## config.mk

```make
export PLATFORM = sky130hd
export DESIGN_NAME = ex_mul_sequencer
export DESIGN_NICKNAME = d
export VERILOG_FILES = /design/src/rtl/cpu_defs.sv /design/src/rtl/ex_mul_sequencer_mul_step.sv /design/src/rtl/ex_mul_sequencer.sv
export SDC_FILE = /design/constraint.sdc
export NUM_CORES = 1
export LEC_CHECK = 0
export ABC_CLOCK_PERIOD_IN_PS = 7200
export CAP_MARGIN = 20
export CORE_UTILIZATION = 40
export DETAILED_ROUTE_END_ITERATION = 8
export PLACE_DENSITY = 0.66
export SETUP_SLACK_MARGIN = 0.02
export SLEW_MARGIN = 20
export SYNTH_ARGS = -nofsm -noshare
export SYNTH_HDL_FRONTEND = slang
export SYNTH_SLANG_ARGS = --single-unit
```

## constraint.sdc

```tcl
create_clock -name clk_i -period 7.2 [get_ports clk_i]
set_input_delay 1.44 -clock clk_i [delete_from_list [all_inputs] [get_ports clk_i]]
set_output_delay 1.44 -clock clk_i [all_outputs]
set_load 0.05 [all_outputs]
```

## src/rtl/cpu_defs.sv

```systemverilog
// ---------------------------------------------------------------------------
// cpu_defs
//   Definitions shared by the CPU datapath blocks: ALU control codes, ALUOp
//   encodings from the main decoder, and the multiply sequencer state type.
// ---------------------------------------------------------------------------
package cpu_defs;

    // ALU control codes (ALU control unit -> ALU / multiply sequencer)
    localparam logic [2:0] ALU_ADD = 3'b000;
    localparam logic [2:0] ALU_SUB = 3'b001;
    localparam logic [2:0] ALU_AND = 3'b010;
    localparam logic [2:0] ALU_OR  = 3'b011;
    localparam logic [2:0] ALU_MUL = 3'b100;

    // ALUOp encodings (main decoder -> ALU control unit)
    localparam logic [1:0] ALUOP_MEM    = 2'b00;
    localparam logic [1:0] ALUOP_BRANCH = 2'b01;
    localparam logic [1:0] ALUOP_RTYPE  = 2'b10;
    localparam logic [1:0] ALUOP_ITYPE  = 2'b11;

    // Multiply sequencer states
    typedef enum logic [1:0] {
        IDLE = 2'd0,
        BUSY = 2'd1,
        DONE = 2'd2
    } mul_state_t;

    // A multiply is requested when a valid instruction carries the MUL code.
    function automatic logic is_mul(input logic start, input logic [2:0] alu_ctrl);
        return start && (alu_ctrl == ALU_MUL);
    endfunction

endpackage

```

## src/rtl/ex_mul_sequencer_mul_step.sv

```systemverilog
// ---------------------------------------------------------------------------
// mul_step
//   Combinational shift-add step: consumes STEP multiplier bits and adds the
//   corresponding partial product of the multiplicand to the accumulator,
//   truncated to WIDTH bits.
// Ports
//   acc_i    in  WIDTH  current accumulator
//   a_i      in  WIDTH  multiplicand, already aligned to this step
//   bslice_i in  STEP   low STEP bits of the remaining multiplier
//   acc_o    out WIDTH  acc_i + a_i*bslice_i (mod 2^WIDTH)
// ---------------------------------------------------------------------------
module mul_step #(
    parameter int WIDTH = 32,
    parameter int STEP  = 1
) (
    input  logic [WIDTH-1:0] acc_i,
    input  logic [WIDTH-1:0] a_i,
    input  logic [STEP-1:0]  bslice_i,
    output logic [WIDTH-1:0] acc_o
);

    // One shifted copy of the multiplicand per multiplier bit in the slice;
    // a zero slice contributes nothing, so the accumulator is left unchanged.
    logic [WIDTH-1:0] term [STEP];

    genvar gi;
    generate
        for (gi = 0; gi < STEP; gi++) begin : g_term
            assign term[gi] = bslice_i[gi] ? (a_i << gi) : '0;
        end
    endgenerate

    always_comb begin
        logic [WIDTH-1:0] sum;
        sum = acc_i;
        for (int i = 0; i < STEP; i++) begin
            sum = sum + term[i];
        end
        acc_o = sum;
    end

endmodule

```

## src/rtl/ex_mul_sequencer.sv

```systemverilog
// ---------------------------------------------------------------------------
// ex_mul_sequencer
//   Multi-cycle shift-add multiplier sequencer for the EX stage. Runs beside
//   the single-cycle ALU: on a MUL it stalls the front of the pipeline for
//   WIDTH/STEP + 1 cycles, then presents the low WIDTH bits of the product
//   for exactly one cycle. Other ALU codes pass with no stall.
// Ports
//   clk_i      in   1      clock, rising edge
//   rst_i      in   1      synchronous reset, active-high
//   start_i    in   1      valid instruction in EX
//   ALUCtrl_i  in   3      ALU control code
//   data1_i    in   WIDTH  multiplicand
//   data2_i    in   WIDTH  multiplier
//   flush_i    in   1      abort any in-flight multiply
//   stall_o    out  1      freeze PC, IF/ID and ID/EX
//   done_o     out  1      data_o holds a valid product this cycle
//   data_o     out  WIDTH  product (held between results)
// WIDTH must be a multiple of STEP.
// ---------------------------------------------------------------------------
module ex_mul_sequencer #(
    parameter int WIDTH = 32,
    parameter int STEP  = 1
) (
    input  logic             clk_i,
    input  logic             rst_i,
    input  logic             start_i,
    input  logic [2:0]       ALUCtrl_i,
    input  logic [WIDTH-1:0] data1_i,
    input  logic [WIDTH-1:0] data2_i,
    input  logic             flush_i,
    output logic             stall_o,
    output logic             done_o,
    output logic [WIDTH-1:0] data_o
);
    import cpu_defs::*;

    localparam int              N     = WIDTH / STEP;
    localparam int              CNT_W = (N > 1) ? $clog2(N) : 1;
    localparam logic [CNT_W-1:0] LAST = CNT_W'(N - 1);

    mul_state_t       state_q, state_d;
    logic [CNT_W-1:0] cnt_q,   cnt_d;
    logic [WIDTH-1:0] a_q,     a_d;
    logic [WIDTH-1:0] b_q,     b_d;
    logic [WIDTH-1:0] acc_q,   acc_d;
    logic [WIDTH-1:0] data_q,  data_d;
    logic             done_q,  done_d;
    logic [WIDTH-1:0] acc_step;
    logic             mul_req;

    assign mul_req = is_mul(start_i, ALUCtrl_i);

    mul_step #(
        .WIDTH (WIDTH),
        .STEP  (STEP)
    ) u_mul_step (
        .acc_i    (acc_q),
        .a_i      (a_q),
        .bslice_i (b_q[STEP-1:0]),
        .acc_o    (acc_step)
    );

    always_comb begin
        state_d = state_q;
        cnt_d   = cnt_q;
        a_d     = a_q;
        b_d     = b_q;
        acc_d   = acc_q;
        data_d  = data_q;
        done_d  = 1'b0;
        stall_o = 1'b0;

        unique case (state_q)
            IDLE: begin
                // Stall combinationally in the detect cycle so the pipeline
                // keeps the MUL in EX while the iterations run.
                if (mul_req && !flush_i) begin
                    a_d     = data1_i;
                    b_d     = data2_i;
                    acc_d   = '0;
                    cnt_d   = '0;
                    state_d = BUSY;
                    stall_o = 1'b1;
                end
            end
            BUSY: begin
                if (flush_i) begin
                    // Abort: drop the stall now, leave data_o untouched.
                    state_d = IDLE;
                end else begin
                    stall_o = 1'b1;
                    acc_d   = acc_step;
                    a_d     = a_q << STEP;
                    b_d     = b_q >> STEP;
                    cnt_d   = cnt_q + CNT_W'(1);
                    if (cnt_q == LAST) begin
                        state_d = DONE;
                        done_d  = 1'b1;
                        data_d  = acc_step;
                    end
                end
            end
            DONE: begin
                // The instruction still in EX is the MUL just finished, so a
                // held start_i must not launch another run.
                state_d = IDLE;
            end
            default: begin
                state_d = IDLE;
            end
        endcase

        if (rst_i) begin
            stall_o = 1'b0;
        end
    end

    always_ff @(posedge clk_i) begin
        if (rst_i) begin
            state_q <= IDLE;
            cnt_q   <= '0;
            a_q     <= '0;
            b_q     <= '0;
            acc_q   <= '0;
            data_q  <= '0;
            done_q  <= 1'b0;
        end else begin
            state_q <= state_d;
            cnt_q   <= cnt_d;
            a_q     <= a_d;
            b_q     <= b_d;
            acc_q   <= acc_d;
            data_q  <= data_d;
            done_q  <= done_d;
        end
    end

    // A flush arriving in the DONE cycle cancels the result presentation.
    assign done_o = done_q && !flush_i;
    assign data_o = data_q;

endmodule

```

==> results.cfg <==
[run_status]
status = finished, final reports clean

[floorplanning]
die_x_um = 135
die_y_um = 135
pin_count = 105
core_area_um2 = 17300
initial_core_util_pct = 41.1
die-area_um2 = 18300
rows = 48

[logic_synthesis]
synth_flop_cell = dfxtp_1
synth_cells = 830
synth_cell_type_count = 58
synth_async_sr_flop_share_pct = 0
synth_warnings = 0
synth_top_area_share_pct = 38.3
yosysMostFrequentCell = dfxtp_1
yosysTopAreaCell = dfxtp_1
synth.yosys.seq_area_share_pct = 38.3
syn_avg_cell_area_um2 = 8.56
synth_edf_count = 0
synth_nets = 935
netlist_top_cells_area = dfxtp_1 (38%), nor2_1 (6.3%), mux2i_1 (5.9%), ha_1 (5.8%), a211oi_1 (4.1%)
ys_ff_latch = 136
syn_area_um2 = 7110
synth_commonest_cells = dfxtp_1 (136), nor2_1 (120), nand2_1 (73)

[setup_path]
path_max_fanout = 3
crit_required_ns = 5.76
end_kind = output port
critical_path.startpoint_type = primary input
crit_type = primary input to output port
worstPathArrival_ns = 3.38

[cells_and_area]
fin_nets = 1009
diodes = 0
areaGrowthSynthToFinish_pct = 25.0
num-fill-cells = 1652
layout-drive-gt1-share_pct = 6.44
final_core_util_pct = 51.4

[global_routing]
overflow = 0
grt_pass1_vias = 6030
grt_start_max_net_pins = 67
antenna_found_initial = 0
grt_pass1_wl_mm = 29.8
grt_usage_pct = 20.4

[timing]
setup_ws_ns = 2.38
final-setup-viol-count = 0
setup_tns_ns = 0
rsz0062_at_grt = false
finalCritPeriodShare_pct = 66.9
slew_headroom_pct = 27.5
finClkSkew_ns = 0.00901
finalWorstPathRequiredPeriod_ns = 4.82
hold_viol_final = 0
tightest_slew_ns = 1.09
maxSlewViolCount = 0
max_freq_ghz = 0.208

[power_and_ir_drop]
leakagePower_uw = 0.00355
p_total_uw = 1690
powerDensity_nw_per_um2 = 190
peakVddDrop_uv = 159

[cts]
postCtsSetupBuffers = 0
cts_resized = 0
insertion_delay_ns = 0.43
h-tree-depth = 4
clock-root-buffer = clkbuf_16
tritoncts = built
cts_sinks = 136
numCtsBuffers = 17
cts_max_path_buffers = 2
holdBufCountCts = 0
clk_pin_slew_ns = 0.05

[placed_design]
hpwlAfterDp_mm = 12.0
place_congestion = 0.927
io_buffers = 104
pre_cts_ws_ns = 2.39

[detailed_routing]
drtAntennaViolNets = 0
initialDrtViolationCount = 460
post_drt_wl_per_cell_um = 15.6
vias = 6284
dr.pass1.iters = 7
drt-vias-per-instance = 5.51
drc_errors = 0
routed_wl_mm = 17.8

[worst_hold_path]
min_path_type = flip-flop to flip-flop

[flow_run]
cap_violations = 0
## layer usage
layer	up-vias	GRT usage (%)	share of wire, %
li1	3173	-	-
met1	2944	26.5	47
met2	153	32.4	47
met3	14	6.29	5.8
met4	0	6.05	0.72
met5	-	0	0
## where the power goes
group          internal (µW)  switching (µW)  leakage (µW)
Combinational           48.2            37.7       0.00219
Sequential               761            5.94       0.00110
Clock                    500             335      0.000268
## critical path: stages
cell,delay (ns)
clkdlybuf4s50_1,0.45
nand2_1,0.05
nor3_1,0.37
o21ai_2,0.10
nor2_1,0.13
clkdlybuf4s50_1,0.84
## area by class of cell
type	instances	area, µm²	area share, %
well taps	225	282	3.17
clock buffers	21	470	5.30
multi-input cells	626	4150	46.7
inverters	10	37.5	0.423
flip-flops and latches	136	2720	30.7
clock inverters	10	96.3	1.08
repair buffers	113	1130	12.7
## layout by cell type (no fill, tap or decap), types with 10 or more instances in the layout
| cell | count |
|---|---|
| a222oi_1 | 25 |
| nor3_1 | 15 |
| nand3_1 | 14 |
| and2_1 | 31 |
| mux2i_1 | 42 |
| ha_1 | 33 |
| xnor2_1 | 17 |
| dfxtp_1 | 136 |
| clkbuf_16 | 17 |
| clkdlybuf4s50_1 | 103 |
| nor2_1 | 119 |
| a22oi_1 | 17 |
| a211oi_1 | 39 |
| a21o_1 | 12 |
| xor2_1 | 12 |
| nand2_1 | 73 |
| o21ai_0 | 16 |
| a22o_1 | 10 |
| a21oi_1 | 56 |
## path summary, 6_finish.rpt
check / startpoint / depth (start not counted) / endpoint / slack (ns)
setup / recovery: start_i / 6 / stall_o / 2.38
hold / removal: data_o[15] / 2 / data_o[15] / 0.45
setup reg to reg: b_q[0] / 11 / data_o[30] / 3.15
hold reg to reg: data_o[15] / 2 / data_o[15] / 0.45
## state kept, by name, indices dropped and copies added (netlist names)
signal   cells
a_q         32
acc_q       32
b_q         32
cnt_q        5
data_o      32
done_q       1
state_q      2
## logic make-up after synthesis
group	Yosys count	share of synthesized area (%)
buf+inv	68	3.61
simple gates	297	19.1
flops	136	38.3
compound gates	224	23.4
fa+ha+maj	34	6.09
mux	42	5.92
xor+xnor	29	3.57
## through the flow
stage / std cells / cell area (µm²) / hold WS [ns]
floorplan: 830 / 7110 / 0.432
global placement: 1109 / 8290 / 0.442
detailed placement: 1109 / 8290 / 0.446
CTS: 1140 / 8850 / 0.453
global route: 1141 / 8880 / 0.470
finish: 1141 / 8880 / 0.450
Power figures use the tool's default switching activity.
